==> src/rtl/sphn_pong_ctrl.sv <==
// Purpose : per-frame pong sequencer that owns the paddle, ball, score and lives (IDLE/SERVE/PLAY/OVER).
// Latency : the tick is registered at edge T, the paddle updates at T+2, and ball/score/lives/state update at T+4.
// Backpr. : none; a frame tick that arrives while an update is pending or running is dropped.
// Ports   : pix_clk/pix_rst (async, active-high); i_frame_tick (vblank pulse); i_move_up/i_move_down/i_start
//           (async buttons, synchronized here); o_paddle_y, o_ball_x, o_ball_y, o_score, o_lives, o_state, o_won,
//           o_busy (high while the outputs are mid-update and must not be sampled by the renderer).
module sphn_pong_ctrl #(
  parameter int H_ACTIVE     = 640,
  parameter int V_ACTIVE     = 480,
  parameter int PADDLE_X     = 16,
  parameter int PADDLE_W     = 8,
  parameter int PADDLE_H     = 64,
  parameter int BALL_SZ      = 8,
  parameter int PADDLE_STEP  = 4,
  parameter int BALL_STEP    = 2,
  parameter int SERVE_FRAMES = 60,
  parameter int WIN_SCORE    = 9,
  parameter int LIVES        = 3
) (
  input  logic       pix_clk,
  input  logic       pix_rst,
  input  logic       i_frame_tick,
  input  logic       i_move_up,
  input  logic       i_move_down,
  input  logic       i_start,
  output logic [9:0] o_paddle_y,
  output logic [9:0] o_ball_x,
  output logic [9:0] o_ball_y,
  output logic [3:0] o_score,
  output logic [1:0] o_lives,
  output logic [1:0] o_state,
  output logic       o_won,
  output logic       o_busy
);

  localparam int PY_MAX    = V_ACTIVE - PADDLE_H;
  localparam int BX_MAX    = H_ACTIVE - BALL_SZ;
  localparam int BY_MAX    = V_ACTIVE - BALL_SZ;
  localparam int HIT_X     = PADDLE_X + PADDLE_W;
  localparam int BALL_X0   = (H_ACTIVE - BALL_SZ) / 2;
  localparam int BALL_Y0   = (V_ACTIVE - BALL_SZ) / 2;
  localparam int PADDLE_Y0 = (V_ACTIVE - PADDLE_H) / 2;
  localparam int CNT_W     = (SERVE_FRAMES > 2) ? $clog2(SERVE_FRAMES) : 1;

  localparam logic signed [11:0] BX_MAX_S = 12'(BX_MAX);
  localparam logic signed [11:0] BY_MAX_S = 12'(BY_MAX);
  localparam logic signed [11:0] HIT_X_S  = 12'(HIT_X);
  localparam logic signed [11:0] STEP_S   = 12'(BALL_STEP);

  typedef enum logic [1:0] {ST_IDLE = 2'd0, ST_SERVE = 2'd1, ST_PLAY = 2'd2, ST_OVER = 2'd3} state_t;
  typedef enum logic [1:0] {PH_WAIT, PH_PADDLE, PH_BALL, PH_RESOLVE} phase_t;

  state_t             state;
  phase_t             phase;
  logic               tick_q;
  logic               busy;
  logic [1:0]         up_sync, down_sync, start_sync;
  logic [9:0]         paddle_y, ball_x, ball_y;
  logic               ball_dx_left, ball_dy_down;
  logic [3:0]         score;
  logic [1:0]         lives;
  logic               won;
  logic [CNT_W-1:0]   serve_cnt;
  // Candidate position computed in BALL; signed so that steps past 0 are visible.
  logic signed [11:0] nx, ny;

  logic up_s, down_s, start_s;
  assign up_s    = up_sync[1];
  assign down_s  = down_sync[1];
  assign start_s = start_sync[1];

  // Resolution of the candidate position against walls and paddle.
  logic [9:0] r_x, r_y;
  logic       r_dx_left, r_dy_down;
  logic       overlap, hit, miss;

  always_comb begin
    r_x       = ball_x;
    r_y       = ball_y;
    r_dx_left = ball_dx_left;
    r_dy_down = ball_dy_down;
    hit       = 1'b0;
    miss      = 1'b0;

    if (ny < 12'sd0) begin
      r_y       = '0;
      r_dy_down = 1'b1;
    end else if (ny > BY_MAX_S) begin
      r_y       = 10'(BY_MAX);
      r_dy_down = 1'b0;
    end else begin
      r_y = ny[9:0];
    end

    // Overlap uses the resolved y and the paddle position already moved this frame.
    overlap = (({1'b0, r_y} + 11'(BALL_SZ)) > {1'b0, paddle_y}) &&
              ({1'b0, r_y} < ({1'b0, paddle_y} + 11'(PADDLE_H)));

    if (nx > BX_MAX_S) begin
      r_x       = 10'(BX_MAX);
      r_dx_left = 1'b1;
    end else if (ball_dx_left && (ball_x >= 10'(HIT_X)) && (nx < HIT_X_S) && overlap) begin
      hit       = 1'b1;
      r_x       = 10'(HIT_X);
      r_dx_left = 1'b0;
    end else if (ball_dx_left && (nx < 12'sd0)) begin
      miss = 1'b1;
    end else begin
      r_x = nx[9:0];
    end
  end

  always_ff @(posedge pix_clk or posedge pix_rst) begin
    if (pix_rst) begin
      state        <= ST_IDLE;
      phase        <= PH_WAIT;
      tick_q       <= 1'b0;
      busy         <= 1'b0;
      up_sync      <= '0;
      down_sync    <= '0;
      start_sync   <= '0;
      paddle_y     <= 10'(PADDLE_Y0);
      ball_x       <= 10'(BALL_X0);
      ball_y       <= 10'(BALL_Y0);
      ball_dx_left <= 1'b1;
      ball_dy_down <= 1'b1;
      score        <= '0;
      lives        <= 2'(LIVES);
      won          <= 1'b0;
      serve_cnt    <= '0;
      nx           <= '0;
      ny           <= '0;
    end else begin
      up_sync    <= {up_sync[0], i_move_up};
      down_sync  <= {down_sync[0], i_move_down};
      start_sync <= {start_sync[0], i_start};

      case (phase)
        PH_WAIT: begin
          if (tick_q) begin
            tick_q <= 1'b0;
            busy   <= 1'b1;
            phase  <= PH_PADDLE;
          end else if (i_frame_tick) begin
            tick_q <= 1'b1;
          end
        end

        PH_PADDLE: begin
          if (state != ST_OVER) begin
            if (up_s && !down_s) begin
              if (paddle_y < 10'(PADDLE_STEP)) paddle_y <= '0;
              else                             paddle_y <= paddle_y - 10'(PADDLE_STEP);
            end else if (down_s && !up_s) begin
              if (({1'b0, paddle_y} + 11'(PADDLE_STEP)) > 11'(PY_MAX)) paddle_y <= 10'(PY_MAX);
              else                                                   paddle_y <= paddle_y + 10'(PADDLE_STEP);
            end
          end
          phase <= PH_BALL;
        end

        PH_BALL: begin
          if (state == ST_PLAY) begin
            nx <= ball_dx_left ? ($signed({2'b00, ball_x}) - STEP_S) : ($signed({2'b00, ball_x}) + STEP_S);
            ny <= ball_dy_down ? ($signed({2'b00, ball_y}) + STEP_S) : ($signed({2'b00, ball_y}) - STEP_S);
          end
          phase <= PH_RESOLVE;
        end

        PH_RESOLVE: begin
          phase <= PH_WAIT;
          busy  <= 1'b0;
          case (state)
            ST_IDLE: begin
              if (start_s) begin
                state     <= ST_SERVE;
                serve_cnt <= '0;
              end
            end

            ST_SERVE: begin
              if (serve_cnt == CNT_W'(SERVE_FRAMES - 1)) begin
                state     <= ST_PLAY;
                serve_cnt <= '0;
              end else begin
                serve_cnt <= serve_cnt + 1'b1;
              end
            end

            ST_PLAY: begin
              ball_x       <= r_x;
              ball_y       <= r_y;
              ball_dx_left <= r_dx_left;
              ball_dy_down <= r_dy_down;
              if (hit) begin
                if (score < 4'(WIN_SCORE)) score <= score + 4'd1;
                if (score == 4'(WIN_SCORE - 1)) begin
                  won   <= 1'b1;
                  state <= ST_OVER;
                end
              end else if (miss) begin
                ball_x       <= 10'(BALL_X0);
                ball_y       <= 10'(BALL_Y0);
                ball_dx_left <= 1'b1;
                ball_dy_down <= 1'b1;
                if (lives != 2'd0) lives <= lives - 2'd1;
                if (lives <= 2'd1) begin
                  state <= ST_OVER;
                end else begin
                  state     <= ST_SERVE;
                  serve_cnt <= '0;
                end
              end
            end

            ST_OVER: begin
              if (start_s) begin
                score        <= '0;
                lives        <= 2'(LIVES);
                won          <= 1'b0;
                ball_x       <= 10'(BALL_X0);
                ball_y       <= 10'(BALL_Y0);
                ball_dx_left <= 1'b1;
                ball_dy_down <= 1'b1;
                paddle_y     <= 10'(PADDLE_Y0);
                serve_cnt    <= '0;
                state        <= ST_SERVE;
              end
            end

            default: state <= ST_IDLE;
          endcase
        end

        default: phase <= PH_WAIT;
      endcase
    end
  end

  assign o_paddle_y = paddle_y;
  assign o_ball_x   = ball_x;
  assign o_ball_y   = ball_y;
  assign o_score    = score;
  assign o_lives    = lives;
  assign o_state    = state;
  assign o_won      = won;
  assign o_busy     = busy;

endmodule

==> config.mk <==
export PLATFORM = sky130hd
export DESIGN_NAME = sphn_pong_ctrl
export DESIGN_NICKNAME = d
export VERILOG_FILES = /design/src/rtl/sphn_pong_ctrl.sv
export SDC_FILE = /design/constraint.sdc
export NUM_CORES = 1
export LEC_CHECK = 0
export CAP_MARGIN = 25
export CORE_MARGIN = 2
export CORE_UTILIZATION = 50
export CTS_CLUSTER_DIAMETER = 150
export DETAILED_ROUTE_END_ITERATION = 16
export PLACE_DENSITY_LB_ADDON = 0.1
export SYNTH_ARGS = -nofsm -noshare
export SYNTH_HDL_FRONTEND = slang
export SYNTH_SLANG_ARGS = --single-unit
==> constraint.sdc <==
create_clock -name pix_clk -period 5.6 [get_ports pix_clk]
set_clock_uncertainty 0.2 [all_clocks]
set_input_delay 1.4 -clock pix_clk [delete_from_list [all_inputs] [get_ports pix_clk]]
set_output_delay 1.4 -clock pix_clk [all_outputs]
set_load 0.01 [all_outputs]
* Word level (Yosys, flattened, before mapping) *
Index checks and enable logic that the tools add are counted.

storage, ports and cells
  bits in registers = 81
  input port bits = 6
  output and inout port bits = 40
  logic and storage cells = 164

cells by class
  $add $sub $neg = 12
  $lt $le $gt $ge = 12
  equality and inequality tests = 26
  mux-type cells = 71
  reductions and logical operators = 25

operators by type and width
  kind                     count
  $mux W10                 18
  $pmux W10 S2             3
  $mux W6                  5
  $reduce_and A5 Y1        5
  $lt A12 B1 Y1 const B    2
  $mux W12                 2
  $add A10 B2 Y11 const B  2
  $mux W2                  11
  $ne A2 B2 Y1 const B     11
  $sub A10 B2 Y11 const B  2
  $mux W1                  20
  $pmux W6 S3              1
  $gt A12 B10 Y1 const B   1
  $gt A12 B11 Y1 const B   1
  $lt A12 B6 Y1 const B    1
  $mux W4                  3
  $add A10 B3 Y11 const B  1
  $add A10 B4 Y11 const B  1
  $add A10 B7 Y11 const B  1
  $gt A11 B10 Y1           1
  $gt A11 B9 Y1 const B    1
  $lt A10 B11 Y1           1
  $add A10 B3 Y10 const B  1
  $ge A10 B5 Y1 const B    1
  27 further kinds         50

* Logic depth before layout (Yosys ltp) *
Gate-level depths: netlist of run 1.

  word-level depth = 12
  gate-level depth with buffers = 17
  mapped depth without buffers = 16

* Worst setup path after synthesis of run 1 *
OpenSTA, ideal clock, no wires.

  kind = register -> register
  from = reg ny[0]
  to = reg state[1], in the netlist o_state[1]
  library setup time = 0.128 ns
  arrival = 3.633 ns
  data required time = 5.272 ns
  slack = 1.639 ns
  cell stages (with the launch flop) = 14
  buffers on the path = 0
  clock period less this slack = 3.961 ns
  path through = dfrtp_1 -> or2_2 -> or3_1 -> a21oi_1 -> a21oi_1 -> ha_1 -> ha_1 -> a211oi_1 -> o221ai_1 -> a211oi_1 -> nor3_4 -> a21o_1 -> a221oi_2 -> mux2_1

on the way
  cells in the longest elaborated chain, start to end = 11
  elaborated cells on any way between the ends = 18
  classes of those cells = add/sub (1); order compare (4); eq/ne (2); mux (8); reduce/logical (3)

ends and longest elaborated chain
  element                                                            RTL line  text
  from (decl)                                                        65        logic signed [11:0] nx, ny;
  from (signal assigned)                                             165       ny <= ball_dy_down ? ($signed({2'b00, ball_y}) + STEP_S) : ($signed({2'b00, ball_y}) - STEP_S);
  $gt A12 B10 Y1                                                     88        end else if (ny > BY_MAX_S) begin
  $mux W10                                                           88
  $mux W10 *                                                         85        if (ny < 12'sd0) begin
  $add A10 B4 Y11                                                    96        overlap = (({1'b0, r_y} + 11'(BALL_SZ)) > {1'b0, paddle_y}) &&
  $gt A11 B10 Y1                                                     96
  $logic_and A1 B1 Y1 *                                              96
  $logic_and A1 B1 Y1 *                                              102       end else if (ball_dx_left && (ball_x >= 10'(HIT_X)) && (nx < HIT_X_S) && overlap) begin
  $mux W1                                                            102
  $mux W1                                                            99        if (nx > BX_MAX_S) begin
  $ne A3 B2 Y1 (no source line), or another cell as far along        --
  $reduce_and A5 Y1 (no source line) or $pmux W2 S3 (tied branches)  --
  to (signal assigned)                                               115       state <= ST_IDLE;
  to (signal assigned)                                               176       state <= ST_SERVE;
  to (signal assigned)                                               183       state <= ST_PLAY;
  to (decl)                                                          53        state_t state;

Mark *: on every way between the ends. The rest lies on a longest branch, timed or not.
A chain may end at the register's enable or synchronous reset.

* Final worst setup path of run 1 *
Same ends and word-level chain as after synthesis.

==> results of run 1 <==
[worst paths after layout]
path | start | to | slack [ps] | depth (start not counted)
worst min-delay path | down_sync[0]$_DFF_PP0_ | down_sync[1]$_DFF_PP0_ | 150 | 0
worst max-delay path | ny[0]$_DFFE_PP0P_ | o_state[1]$_DFFE_PP0P_ | 1130 | 14
max in group asynchronous | pix_rst | serve_cnt[4]$_DFFE_PP0P_ | 2890 | 3
worst min register to register | down_sync[0]$_DFF_PP0_ | down_sync[1]$_DFF_PP0_ | 150 | 0
worst max register to register | ny[0]$_DFFE_PP0P_ | o_state[1]$_DFFE_PP0P_ | 1130 | 14
min in group asynchronous | pix_rst | o_paddle_y[3]$_DFFE_PP0P_ | 1230 | 2
[flip-flops by register name, summed over array words and instances (netlist names)]
register	flops
o_lives	2
o_won	1
ball_dy_down	1
ny	12
up_sync	2
start_sync	2
phase	2
o_score	4
o_busy	1
nx	12
serve_cnt	6
o_ball_x	10
tick_q	1
o_ball_y	10
o_paddle_y	8
down_sync	2
ball_dx_left	1
o_state	2
[layout make-up]
| type | instances | area (um^2) |
|---|---|---|
| Clock inverter | 6 | 115 |
| Clock buffer | 10 | 128 |
| Fill cell | 863 | 3970 |
| Multi-Input combinational cell | 410 | 2730 |
| Timing Repair Buffer | 45 | 445 |
| Tap cell | 133 | 166 |
| Inverter | 36 | 135 |
| Sequential cell | 79 | 2000 |
[synth_stat cells, types with 3 or more instances]
cell | instances | area [um^2]
a211oi_1 | 3 | 22.5
nor4b_1 | 4 | 35.0
o22ai_1 | 3 | 18.8
inv_1 | 36 | 135
and3_1 | 9 | 56.3
o31ai_1 | 4 | 30.0
buf_2 | 3 | 15.0
nand2b_1 | 8 | 50.1
a22o_1 | 4 | 35.0
or3_1 | 8 | 50.1
nor2b_1 | 3 | 18.8
or2_2 | 4 | 25.0
o21a_1 | 3 | 22.5
xnor2_1 | 16 | 140
nor3_1 | 8 | 40.0
mux2i_1 | 4 | 40.0
o22a_1 | 7 | 61.3
nand2_1 | 59 | 221
o21ai_0 | 58 | 290
nand3_1 | 15 | 75.1
a2bb2oi_1 | 3 | 26.3
dfrtp_1 | 62 | 1550
nor2_1 | 34 | 128
nor4_1 | 3 | 18.8
mux2_2 | 7 | 78.8
a32o_1 | 4 | 40.0
a21oi_1 | 34 | 170
buf_4 | 4 | 30.0
nand4_1 | 8 | 50.1
o21ai_1 | 4 | 20.0
ha_1 | 40 | 500
and2_1 | 3 | 18.8
dfstp_2 | 17 | 447
nand3b_1 | 3 | 22.5
xor2_1 | 9 | 78.8
clkbuf_1 | 14 | 52.6
[cell usage in the layout, fill, tap and decap left out, types with 3 or more instances in the layout]
master / netlist / routed
dfrtp_1: 62 / 62
nand2_1: 59 / 59
o21ai_0: 58 / 58
clkdlybuf4s50_1: 0 / 43
ha_1: 40 / 40
inv_1: 36 / 35
nor2_1: 34 / 34
a21oi_1: 34 / 34
dfstp_2: 17 / 17
xnor2_1: 16 / 16
nand3_1: 15 / 15
and3_1: 9 / 9
xor2_1: 9 / 9
clkbuf_8: 0 / 9
nand4_1: 8 / 8
nor3_1: 8 / 8
nand2b_1: 8 / 8
or3_1: 8 / 8
mux2_2: 7 / 7
o22a_1: 7 / 7
nor4b_1: 4 / 4
o21ai_1: 4 / 4
or2_2: 4 / 4
a32o_1: 4 / 4
mux2i_1: 4 / 4
a22o_1: 4 / 4
o31ai_1: 4 / 4
conb_1: 1 / 4
and2_1: 3 / 3
a211oi_1: 3 / 3
nor2b_1: 3 / 3
nor4_1: 3 / 3
nand3b_1: 3 / 3
o21a_1: 3 / 3
o22ai_1: 3 / 3
a2bb2oi_1: 3 / 3
bufinv_16: 0 / 3
[through the flow]
step | instance area [um^2] | power [mW]
2_1_floorplan | 4970 | 1.92
3_3_place_gp | 5470 | 2.34
3_5_place_dp | 5470 | 2.38
4_1_cts | 5710 | 2.93
5_1_grt | 5710 | 3.15
6_report | 5710 | 2.92
[power groups by stage]
| stage | combinational [mW] | clock, mW | sequential (mW) |
|---|---|---|---|
| after floorplan | 0.906 | 0 | 1.02 |
| after global placement | 1.26 | 0 | 1.07 |
| after detailed placement | 1.30 | 0 | 1.08 |
| after CTS | 1.31 | 0.543 | 1.07 |
| after global routing | 1.47 | 0.564 | 1.12 |
| final | 1.31 | 0.532 | 1.08 |
[per-layer routing]
metal  GRT usage  vias to the layer above
met5           0                        -
li1            -                     2006
met3      0.0466                       20
met2       0.339                      105
met1       0.319                     1970
met4      0.0801                        0
[worst max-delay path: cells and delay by family (launching register included)]
kind	cells	cell delay (ps)
XOR/XNOR	1	180
AO/OA/AOI/OAI	7	1840
AND/OR/NAND/NOR	3	790
multiplexers	1	350
adder cells (fa/ha/maj)	2	580
flip-flops	1	410
[cells by family after synthesis]
group / count (synthesis) / share of synthesized area
other cells: 1 / 0.000757
mux: 12 / 0.0263
xor+xnor: 25 / 0.0442
flops: 79 / 0.403
compound gates: 149 / 0.191
simple gates: 180 / 0.184
buf+inv: 58 / 0.0492
fa+ha+maj: 40 / 0.101
==> metrics.txt, run 1 <==
core area 9680 um^2; CP cell instances or2_2, or3_1, a21oi_1, a21oi_1, ha_1, xor2_1, ha_1, o21ai_0, o221ai_1, a211oi_1, nor3_4, a21o_1, a221oi_2, mux2_1; hold crit path type reg -> reg; First-pass DRT Iterations 5; Slew Viols, Final 0; Post-synth ARST share 1.00; CTS Buf Count 9; Req. time, crit path 5660 ps; CP peak stage delay 490 ps; Placer Congestion 0.861; worst slew pin tran 735 ps; Max Freq 224 MHz; Max Buffers Root-to-Sink 2; Clk pin slew, worst setup/hold paths 90 ps; Remaining DRCs 0; pre-CTS setup slack 1160 ps; routed len/inst 16.2 um; port buffer count 43; crit end category flop; vias per cell 5.70; clock root buffer clkbuf_8; IR drop worst, VDD 0.231 mV; Lkg Pwr 2.50 nW; total grt overflow 0; Slew Limit Headroom 0.509; initial antenna violation count 0; Worst Setup Slack, final 1130 ps; register area share after synthesis 0.403; crit path DAT 4530 ps; placed cells 703; MaxCap Viol Count 0; area growth from synthesis to layout 15.3%; register bit count reported by yosys 79; CTS H-tree lvls 3; final cell count without fillers 719; RSZ-0062 raised after global routing false; net switching power 1.19 mW; Antenna Cells 0; setup TNS 0 ps; Die Ht 104 um; die width 104 um; Std-Cell Rows 36; Critical Setup Path Class reg -> reg; status finished, final reports clean; EDFF count, synth 0; clock share of power 0.183; nets 627; met2 WL 5.24 mm; sequential share of power 0.369; CTS Hold Bufs 0; die area 10,700 um^2; Pint 1.72 mW; wl on met1 5.65 mm; Syn Inst Count 544; CTS resizes 0; DR iter-0 viols 163; predominant post-synthesis flop cell dfrtp_1; YS warnings 0; met3 wire length 539 um; worst-skew pair later-pin latency 370 ps; layout cells sized above 1 0.0973; total power per unit cell area 511 nW/um^2; combinational power share 0.448; Avg Cell Area, Syn 9.11 um^2; I/O Pins 46; highest metal used met4; Routed Antenna Nets 0; cell area after synthesis 4960 um^2; DRT Wirelength 11.6 mm; Total GRT Usage 0.224; CTS tree yes; Synth cell types 64; first-pass GRT wire length 19.6 mm; fin crit period 4470 ps; largest net degree at the start of global routing 53; initial core utilization 0.512; final number of hold-violating endpoints 0; Slowest cell on crit path a211oi_1; Final Setup Violations 0; clk sinks 79; crit share post-route 0.798; Post-CTS Setup Inserts 0; CP Max Fanout 15; Net Sw Frac 0.409; vias in the first global route 3,930; Hold WS 152 ps; Detail Placement HPWL 8.35 mm; Core Util, Final 0.590; Via Count 4,101; CP startpoint kind flop
Note: power is estimated with default switching activity, not from simulation.
==> run 2: changes to the inputs <==
Clock period 5.6 ns to 4.5 ns, I/O delays scaled along.
==> metrics.txt, run 2 (synthesized netlist as in run 1, its figures left out) <==
status finished, final reports clean (unchanged); Final Setup Violations 0 (unchanged); Antenna Cells 0 (unchanged); setup TNS 0 ps (unchanged); crit share post-route 0.935 (was 0.798); total power per unit cell area 617 nW/um^2 (was 511 nW/um^2); Slew Viols, Final 0 (unchanged); Post-CTS Setup Inserts 0 (unchanged); vias in the first global route 4,085 (was 3,930); worst slew pin tran 682 ps (was 735 ps); hold crit path type reg -> reg (unchanged); crit end category flop (unchanged); clk sinks 79 (unchanged); clock root buffer clkbuf_8 (unchanged); hold path depth 0 (unchanged); Routed Antenna Nets 0 (unchanged); worst r2r src ny[0]$_DFFE_PP0P_ (unchanged); DRT Wirelength 11.9 mm (was 11.6 mm); worst-skew pair later-pin latency 370 ps (about the same); placed cells 706 (was 703); CP startpoint kind flop (unchanged); Fillers 879 (was 863); reg2reg path depth 14 (unchanged); fin crit period 4210 ps (was 4470 ps); flop2flop setup slack 290 ps (was 1130 ps); Remaining DRCs 0 (unchanged); Slew Limit Headroom 0.544 (was 0.509); Std-Cell Rows 36 (unchanged); total grt overflow 0 (unchanged); Die Ht 104 um (unchanged); I/O Pins 46 (unchanged); Req. time, crit path 4560 ps (was 5660 ps); most frequent cells in the layout dfrtp_1 (62), nand2_1 (59), o21ai_0 (58), clkdlybuf4s50_1 (43), ha_1 (40) (unchanged); largest net degree at the start of global routing 80 (was 53); CTS tree yes (unchanged); IR drop worst, VDD 0.401 mV (was 0.231 mV); MaxCap Viol Count 0 (unchanged); Hold Path Sink start_sync[1]$_DFF_PP0_ (was down_sync[1]$_DFF_PP0_); final number of hold-violating endpoints 0 (unchanged); crit path DAT 4260 ps (was 4530 ps); Hold Path Origin start_sync[0]$_DFF_PP0_ (was down_sync[0]$_DFF_PP0_); nets 631 (was 627); port buffer count 43 (unchanged); Worst Setup SP ny[0]$_DFFE_PP0P_ (unchanged); CTS H-tree lvls 3 (unchanged); total power 3.54 mW (was 2.92 mW); Max Freq 238 MHz (was 224 MHz); core area 9680 um^2 (unchanged); first-pass GRT wire length 20.1 mm (was 19.6 mm); CTS Hold Bufs 0 (unchanged); initial core utilization 0.512 (unchanged); DR iter-0 viols 271 (was 163); area growth from synthesis to layout 15.6% (was 15.3%); FF-to-FF End o_state[1]$_DFFE_PP0P_ (unchanged); Top Registers nx x12, ny x12 (unchanged); RSZ-0062 raised after global routing false (unchanged); Clk pin slew, worst setup/hold paths 80 ps (was 90 ps); Lkg Pwr 2.51 nW (was 2.50 nW); vias per cell 5.73 (was 5.70); layout cells sized above 1 0.103 (was 0.0973); Detail Placement HPWL 8.48 mm (was 8.35 mm); CP Max Fanout 7 (was 15); die area 10,700 um^2 (unchanged); Placer Congestion 0.846 (was 0.861); Total GRT Usage 0.231 (was 0.224); First-pass DRT Iterations 4 (was 5); Max Buffers Root-to-Sink 2 (unchanged); Critical Setup Path Class reg -> reg (unchanged); die width 104 um (unchanged); commonest non-fill, non-tap cell in the layout dfrtp_1 (unchanged); routed len/inst 16.4 um (was 16.2 um); Via Count 4,140 (was 4,101); final cell count without fillers 723 (was 719); CTS Buf Count 9 (unchanged); initial antenna violation count 0 (unchanged)
## run 2: area by class of cell
| class | instances | area, um^2 | area share |
|---|---|---|---|
| repair buffers | 49 | 508 | 0.0886 |
| well taps | 133 | 166 | 0.0290 |
| inverters | 36 | 135 | 0.0236 |
| flip-flops and latches | 79 | 2000 | 0.349 |
| clock inverters | 4 | 47.5 | 0.00830 |
| multi-input cells | 410 | 2730 | 0.476 |
| clock buffers | 12 | 145 | 0.0253 |
## run 2: metal layers
layer | vias up | share of wire | track usage
met4 | 0 | 0.017 | 0.0714
met3 | 18 | 0.047 | 0.0522
met1 | 2003 | 0.46 | 0.322
met5 | - | 0 | 0
met2 | 102 | 0.47 | 0.362
li1 | 2017 | - | -
## run 2: critical path, stage by stage (launching register included)
cell and delay, ps:
dfrtp_1 390, or2_2 310, or3_1 320, a21oi_1 260
a21oi_1 150, ha_1 260, xor2_1 170, ha_1 300
nand4_1 110, o221ai_1 300, a211oi_2 160, nor3_4 350
nand2_1 130, a221oi_2 320, mux2_1 360
## run 2: worst max path at each step
| stage | end | slack, ps | depth (start not counted) |
|---|---|---|---|
| 2_1_floorplan | o_state[1]$_DFFE_PP0P_ | 540 | 13 |
| 3_3_place_gp | o_state[1]$_DFFE_PP0P_ | 430 | 14 |
| 3_5_place_dp | o_state[1]$_DFFE_PP0P_ | 190 | 13 |
| 4_1_cts | o_state[1]$_DFFE_PP0P_ | 190 | 13 |
| 5_1_grt | o_state[1]$_DFFE_PP0P_ | 40 | 14 |
| 6_report | o_state[1]$_DFFE_PP0P_ | 290 | 14 |
## run 2: where the power goes
group | leakage, nW | switching (mW) | internal, mW
combinational | 1.44 | 0.858 | 0.791
sequential | 0.978 | 0.348 | 0.994
clock | 0.0964 | 0.273 | 0.270
total | 2.51 | 1.48 | 2.06
## run 2: stage by stage
step	utilization	hold slack [ps]	worst slack, ps	area [um^2]
global placement	0.568	132	426	5510
CTS	0.588	157	185	5700
floorplan	-	131	539	4970
detailed placement	0.568	137	190	5510
global route	0.592	170	42.8	5730
finish	0.592	155	292	5730
## run 2: timing repair
| item | CTS | global route |
|---|---|---|
| endpoints found under the setup margin | 0 | 1 |
| gates resized for setup | 0 | 1 |
| hold endpoints to repair | 0 | 0 |
==> run 3: changes to the inputs <==
Settings changed: CORE_UTILIZATION 50 to 45.
==> metrics.txt, run 3 (synthesized netlist as in run 1, its figures left out) <==
crit-path leading delay family simple AND/OR/NAND/NOR gates (unchanged); CP peak stage delay 400 ps (was 390 ps); Max Buffers Root-to-Sink 2 (unchanged); initial antenna violation count 0 (unchanged); Req. time, crit path 4550 ps (was 4560 ps); die area 11,900 um^2 (was 10,700 um^2); crit path DAT 4150 ps (was 4260 ps); Max Freq 243 MHz (was 238 MHz); CTS Hold Bufs 0 (unchanged); Total GRT Usage 0.217 (was 0.231); nets 632 (was 631); CP Max Fanout 9 (was 7); area growth from synthesis to layout 15.9% (was 15.6%); hold crit path type reg -> reg (unchanged); initial core utilization 0.459 (was 0.512); Worst Setup Slack, final 392 ps (was 292 ps); Critical Setup Path Class reg -> reg (unchanged); largest net degree at the start of global routing 80 (unchanged); final cell count without fillers 731 (was 723); fin crit period 4110 ps (was 4210 ps); Worst Setup SP ny[0]$_DFFE_PP0P_ (unchanged); DR iter-0 viols 232 (was 271); port buffer count 43 (unchanged); Final Setup Violations 0 (unchanged); Antenna Cells 0 (unchanged); first-pass GRT wire length 20.1 mm (about the same); crit end category flop (unchanged); Die Ht 109 um (was 104 um); worst slew pin tran 623 ps (was 682 ps); Clk pin slew, worst setup/hold paths 80 ps (about the same); MaxCap Viol Count 0 (unchanged); total power per unit cell area 616 nW/um^2 (was 617 nW/um^2); hold path depth 0 (unchanged); Hold Path Origin down_sync[0]$_DFF_PP0_ (was start_sync[0]$_DFF_PP0_); CTS Buf Count 9 (unchanged); Std-Cell Rows 38 (was 36); Lkg Pwr 2.51 nW (about the same); worst-skew pair later-pin latency 360 ps (was 370 ps); FF-to-FF End o_state[1]$_DFFE_PP0P_ (unchanged); flop2flop setup slack 390 ps (was 290 ps); CP startpoint kind flop (unchanged); reg2reg path depth 15 (was 14); Top Registers nx x12, ny x12 (unchanged); RSZ-0062 raised after global routing false (unchanged); routed len/inst 16.2 um (was 16.4 um); Hold Path Sink down_sync[1]$_DFF_PP0_ (was start_sync[1]$_DFF_PP0_); worst r2r src ny[0]$_DFFE_PP0P_ (unchanged); final number of hold-violating endpoints 0 (unchanged); pre-CTS setup slack 226 ps (was 190 ps); layout cells sized above 1 0.107 (was 0.103); Placer Congestion 0.834 (was 0.846); Via Count 4,118 (was 4,140); die width 109 um (was 104 um); status finished, final reports clean (unchanged); Remaining DRCs 0 (unchanged); commonest non-fill, non-tap cell in the layout dfrtp_1 (unchanged); setup TNS 0 ps (unchanged); Hold WS 155 ps (about the same); First-pass DRT Iterations 5 (was 4); vias in the first global route 3,944 (was 4,085); CTS tree yes (unchanged); core area 10,800 um^2 (was 9680 um^2); placed cells 712 (was 706); total grt overflow 0 (unchanged); Buf/Inv on CP 0 (unchanged); clock root buffer clkbuf_8 (unchanged); IR drop worst, VDD 0.361 mV (was 0.401 mV); Detail Placement HPWL 8.49 mm (was 8.48 mm); DRT Wirelength 11.9 mm (about the same); vias per cell 5.63 (was 5.73); Slew Limit Headroom 0.579 (was 0.544); crit share post-route 0.913 (was 0.935); Slowest cell on crit path dfrtp_1 (unchanged); CP cell instances or2_2, or3_1, a21oi_2, a21oi_1, ha_1, nand3_1, a21oi_1, o21ai_0, ha_1, and3_1, a32o_1, nor3_4, nand2_1, a221oi_2, mux2_1 (was or2_2, or3_1, a21oi_1, a21oi_1, ha_1, xor2_1, ha_1, nand4_1, o221ai_1, a211oi_2, nor3_4, nand2_1, a221oi_2, mux2_1); Slew Viols, Final 0 (unchanged); Routed Antenna Nets 0 (unchanged); I/O Pins 46 (unchanged); CTS H-tree lvls 3 (unchanged); clk sinks 79 (unchanged); most frequent cells in the layout dfrtp_1 (62), nand2_1 (59), o21ai_0 (58), clkdlybuf4s50_1 (43), ha_1 (40) (unchanged)
==> run 3: layout make-up <==
| cell class | instances | area, um^2 |
|---|---|---|
| Clock buffer | 13 | 149 |
| Clock inverter | 3 | 42.5 |
| Fill cell | 1000 | 5050 |
| Inverter | 36 | 135 |
| Multi-Input combinational cell | 410 | 2740 |
| Sequential cell | 79 | 2000 |
| Tap cell | 140 | 175 |
| Timing Repair Buffer | 50 | 508 |
==> run 3: worst reg2reg max path: cells and delay by family (launching register included) <==
family | cells | cell delay (ps)
flops | 1 | 400
mux | 1 | 350
fa+ha+maj | 2 | 510
compound gates | 6 | 1160
simple gates | 6 | 1390
==> run 3: report_power, final <==
group,switching [mW],total (mW),internal [mW]
clock network,0.266,0.537,0.272
registers,0.359,1.35,0.995
logic,0.850,1.65,0.799
total,1.47,3.54,2.07
==> run 3: worst max-delay path by stage <==
| stage | endpoint | slack [ps] | cells past startpoint |
|---|---|---|---|
| floorplan | o_state[1]$_DFFE_PP0P_ | 540 | 13 |
| global placement | o_state[1]$_DFFE_PP0P_ | 330 | 15 |
| detailed placement | o_state[1]$_DFFE_PP0P_ | 230 | 14 |
| CTS | o_state[1]$_DFFE_PP0P_ | 190 | 14 |
| global route | o_state[1]$_DFFE_PP0P_ | 90 | 15 |
| finish | o_state[1]$_DFFE_PP0P_ | 390 | 15 |
==> run 3: layer usage <==
layer	vias to the layer above	global-route usage	wire (um)
li1	2018	-	-
met1	1983	0.322	5880
met2	103	0.321	5340
met3	14	0.0371	496
met4	0	0.0696	164
met5	-	0	0
==> run 3: what timing repair did <==
item / 4_1_cts / 5_1_grt
resized for setup: 0 / 3
setup endpoints to repair: 0 / 8
setup buffers: 0 / 3
hold endpoints to repair: 0 / 0
==> run 3: stage by stage <==
| step | area, um^2 | util | power [mW] |
|---|---|---|---|
| floorplan | 4970 | - | 2.40 |
| global placement | 5510 | 0.510 | 2.93 |
| detailed placement | 5510 | 0.510 | 2.98 |
| CTS | 5700 | 0.528 | 3.53 |
| global route | 5750 | 0.532 | 3.86 |
| finish | 5750 | 0.532 | 3.54 |
==> RTL change 1: new RTL, flow settings as in run 2 <==
Register the inputs `i_frame_tick`, `i_move_up`, `i_move_down` and `i_start` before use. The logic sees them one clock later.
--- a/src/rtl/sphn_pong_ctrl.sv
+++ b/src/rtl/sphn_pong_ctrl.sv
@@ -50,6 +50,18 @@
   typedef enum logic [1:0] {ST_IDLE = 2'd0, ST_SERVE = 2'd1, ST_PLAY = 2'd2, ST_OVER = 2'd3} state_t;
   typedef enum logic [1:0] {PH_WAIT, PH_PADDLE, PH_BALL, PH_RESOLVE} phase_t;
 
+  logic i_frame_tick_q;
+  logic i_move_up_q;
+  logic i_move_down_q;
+  logic i_start_q;
+
+  always_ff @(posedge pix_clk) begin
+    i_frame_tick_q <= i_frame_tick;
+    i_move_up_q    <= i_move_up;
+    i_move_down_q  <= i_move_down;
+    i_start_q      <= i_start;
+  end
+
   state_t             state;
   phase_t             phase;
   logic               tick_q;
@@ -131,9 +143,9 @@
       nx           <= '0;
       ny           <= '0;
     end else begin
-      up_sync    <= {up_sync[0], i_move_up};
-      down_sync  <= {down_sync[0], i_move_down};
-      start_sync <= {start_sync[0], i_start};
+      up_sync    <= {up_sync[0], i_move_up_q};
+      down_sync  <= {down_sync[0], i_move_down_q};
+      start_sync <= {start_sync[0], i_start_q};
 
       case (phase)
         PH_WAIT: begin
@@ -141,7 +153,7 @@
             tick_q <= 1'b0;
             busy   <= 1'b1;
             phase  <= PH_PADDLE;
-          end else if (i_frame_tick) begin
+          end else if (i_frame_tick_q) begin
             tick_q <= 1'b1;
           end
         end
Check against the original RTL: not equivalent (Yosys sat finds a counterexample within 4 cycles, from zero or initial values and one cycle with pix_rst high).
==> RTL change 1 against run 2 <==
- utilization is 0.065 points higher
- area after synthesis is 2.6% higher
- synthesized cell count is 2.6% higher
- worst setup slack better by 0.15 ns
- critical path depth is 1 higher
- via count is 0.89% higher
- clock power is 4.4% lower
- final area is 1.5% higher
- routed wire length is 3.2% lower
- power is 2.0% lower
- die area is 2.5% higher
- sequential cell count is 4 higher
- final cell count is 1.1% higher
- critical endpoint unchanged
==> RTL change 1: results (changes against run 2) <==
Critical path
  • Crit path DAT: 4.10 ns (-0.16 ns)
  • Flop-to-flop setup slack: 0.45 ns (+0.15 ns)
  • Cells on worst reg2reg path: 15 (+1)
  • CP max FO: 13 (+6)
  • Worst reg2reg startpoint: ny[6]
  • Critical path's largest stage delay: 0.42 ns (+0.03 ns)

Clock tree
  • CTS Root Cell: clkbuf_8
  • Clock tree buffer depth: 2 (unchanged)

Drt
  • Routed Wire Length: 11.5 mm (-3.2%)
  • Met2 WL: 5.46 mm (-2.6%)
  • Vias per inst: 5.71 (-0.21%)
  • Starting DRC count in detailed routing: 173 (-36%)
  • WL met3: 495 um (-10%)
  • First-pass detailed-route iteration total: 5 (+1)

Outcome
  • Status: completed

Power and ir drop
  • Clock share of power: 15.0% (-0.4 points)
  • Sequential Power Share: 39.0% (+1.0 points)
  • VDD IR max: 0.272 mV (-32%)
  • Internal: 2.01 mW (-2.0%)
  • Clk. pwr: 519 uW (-4.4%)
  • Static Leak: 2.54 nW (+0.98%)

Synthesis
  • Post-synthesis sequential area ratio: 40.9% (+0.55 points)
  • Async SR Flop Fraction: 95.2% (-4.8 points)
  • Synth cell count leaders: nand2_1, dfrtp_1, o21ai_0, ha_1, nor2_1
  • Synth Flop Type: dfrtp_1
  • Synth unique cells: 65 (+1.6%)
  • Leading cell types by total area after synthesis: dfrtp_1, ha_1, dfstp_2, nand2_1, o21ai_0

Placement
  • DP Wirelength: 8.30 mm (-2.1%)
  • Routability cong.: 0.881 (+4.1%)

GRT
  • First-pass GRT wire length: 20.1 mm (about the same)
  • Largest net degree at the start of global routing: 43 (-46%)
  • GRT Resource Usage Total: 22.3% (-0.80 points)
  • Global Route met1 Usage: 30.6% (-1.6 points)
  • Number of global-route vias before repair: 4108 (+0.56%)
  • Met2 Usage GRT: 36.3% (+0.084 points)
  • Global Route met3 Usage: 4.05% (-1.2 points)

STA
  • Final hold slack: 0.132 ns (-0.0226 ns)
  • Slew headroom: 46.1% (-8.4 points)

Final layout
  • Share of layout cells above drive strength 1: 9.53% (-0.81 points)
  • # nets final: 639 (+1.3%)
## RTL change 1: area by class of cell
class                   instances  area [um^2]
clock inverters                 5         36.3
clock buffers                  11          151
fillers                       898         4000
multi-input cells             420         2780
inverters                      33          124
flip-flops and latches         83         2080
well taps                     133          166
repair buffers                 46          485
## RTL change 1: how the worst min path moves through the flow
stage | end | start
global placement | down_sync[0] | i_move_down_q
global route | start_sync[0] | i_start_q
floorplan | down_sync[0] | i_move_down_q
finish | start_sync[0] | i_start_q
detailed placement | start_sync[0] | i_start_q
CTS | start_sync[0] | i_start_q
## RTL change 1: worst max-delay path, delay by kind of cell (launching register included)
| family | cells | cell delay [ns] |
|---|---|---|
| adder cells (fa/ha/maj) | 2 | 0.51 |
| multiplexers | 2 | 0.49 |
| AND/OR/NAND/NOR | 6 | 0.97 |
| flip-flops | 1 | 0.42 |
| AO/OA/AOI/OAI | 5 | 1.33 |
## RTL change 1: kinds of logic (layout without fill, tap and decap cells)
| family | Yosys count | after routing | synth area share, % |
|---|---|---|---|
| AOI/OAI and AO/OA | 139 | 139 | 17.7 |
| xor gates and xnor gates | 25 | 25 | 4.31 |
| adders and majority gates | 40 | 40 | 9.84 |
| buffers and inverters | 58 | 95 | 4.77 |
| DFF | 83 | 83 | 40.9 |
| muxes | 13 | 13 | 2.76 |
| other | 1 | 4 | 0.0737 |
| and+or+nand+nor | 199 | 199 | 19.6 |
## RTL change 1: through the flow
stage	instance area (um^2)	setup WS, ns	util, %	std cells
detailed placement	5600	0.526	57.0	714
global placement	5600	0.736	57.0	714
floorplan	5100	0.999	-	561
global route	5820	0.101	59.2	731
finish	5820	0.447	59.2	731
CTS	5790	0.506	59.0	730
==> RTL change 2: new RTL, config.mk and constraints of run 2 <==
Without the edit above. The parameter `H_ACTIVE` goes from 640 to 512.
--- a/src/rtl/sphn_pong_ctrl.sv
+++ b/src/rtl/sphn_pong_ctrl.sv
@@ -5,7 +5,7 @@
 //           (async buttons, synchronized here); o_paddle_y, o_ball_x, o_ball_y, o_score, o_lives, o_state, o_won,
 //           o_busy (high while the outputs are mid-update and must not be sampled by the renderer).
 module sphn_pong_ctrl #(
-  parameter int H_ACTIVE     = 640,
+  parameter int H_ACTIVE     = 512,
   parameter int V_ACTIVE     = 480,
   parameter int PADDLE_X     = 16,
   parameter int PADDLE_W     = 8,
Check against the original RTL: not equivalent (Yosys sat finds a counterexample within 4 cycles, from zero or initial values and one cycle with pix_rst high).
==> RTL change 2 against run 2 <==
- power is 23% lower
- critical endpoint is now o_score[0]
- sequential share of layout area is 0.37 points lower
- final cell count rose by 0.97%
- final area is 1.1% higher
- worst setup slack gained 0.067 ns
- via count rose by 0.51%
- area after synthesis rose by 2.7%
- sequential cell count stayed put
- routed wire length fell by 1.8%
==> RTL change 2: results (changes against run 2) <==
Critical path
  • Critical path's largest stage delay: 0.41 ns (+0.02 ns)
  • CP max FO: 15 (+8)

Synthesis
  • Post-synthesis sequential area ratio: 39.3% (-1.0 points)
  • Syn Area/Cell: 9.12 um^2 (about the same)
  • XOR/XNOR share of the synthesized area: 4.30% (-0.12 points)
  • Leading cell types by total area after synthesis: dfrtp_1, ha_1, dfstp_2, o21ai_0, nand2_1
  • Synth Area in Compound Gates: 19.5% (+0.44 points)
  • Multiplexer share of the synthesized area: 2.70% (+0.079 points)

Power and ir drop
  • Static Leak: 2.54 nW (+1.2%)
  • VDD IR max: 0.200 mV (-50%)
  • Switch Pwr: 1.08 mW (-27%)
  • Combinational share of power: 40.2% (-6.5 points)

Placement
  • Pre-CTS setup slack: 0.415 ns (+0.225 ns)
  • Placed Area: 0.00560 mm^2 (+1.7%)
  • Routability cong.: 0.902 (+6.5%)

Drt
  • Vias per inst: 5.70 (-0.46%)
  • Met2 WL: 5.36 mm (-4.4%)
  • First-pass detailed-route iteration total: 5 (+1)
  • Routed Wire Length: 11.7 mm (-1.8%)

Final layout
  • FFs & Latches: 79 (unchanged)
  • Fillers: 905 (+3.0%)
  • Share of layout cells above drive strength 1: 11.4% (+1.1 points)
  • Multi-input logic area: 0.00284 mm^2 (+4.1%)
  • Final clock-cell share: 3.37% (+0.0054 points)

GRT
  • First-pass GRT wire length: 19.4 mm (-3.3%)
  • GRT Resource Usage Total: 21.9% (-1.2 points)
  • Largest net degree at the start of global routing: 46 (-43%)

Outcome
  • Status: completed
## RTL change 2: changes by cell type in the layout (fill, tap and decap cells not counted), moves of 4 or more
| cell | delta |
|---|---|
| nor2b_1 | +5 |
| and2_1 | +4 |
| or3_1 | -4 |
| nor2_1 | +6 |
| nand2b_1 | -4 |
| o21ai_0 | -10 |
| a31oi_1 | +8 |
| a21oi_1 | -6 |
## RTL change 2: worst paths after layout
kind / start / to / slack (ns) / depth (start not counted)
setup / recovery: ny[0] / o_score[0] / 0.36 / 14
hold / removal: up_sync[0] / up_sync[1] / 0.15 / 0
setup reg to reg: ny[0] / o_score[0] / 0.36 / 14
hold reg to reg: up_sync[0] / up_sync[1] / 0.15 / 0
max in group asynchronous: pix_rst / ball_dy_down / 2.32 / 3
min in group asynchronous: pix_rst / nx[1] / 0.92 / 2
## RTL change 2: per-layer routing
metal	track usage (%)	vias up
li1	-	2047
met1	30.7	1980
met2	34.2	116
met3	2.99	18
met4	8.86	0
met5	0	-
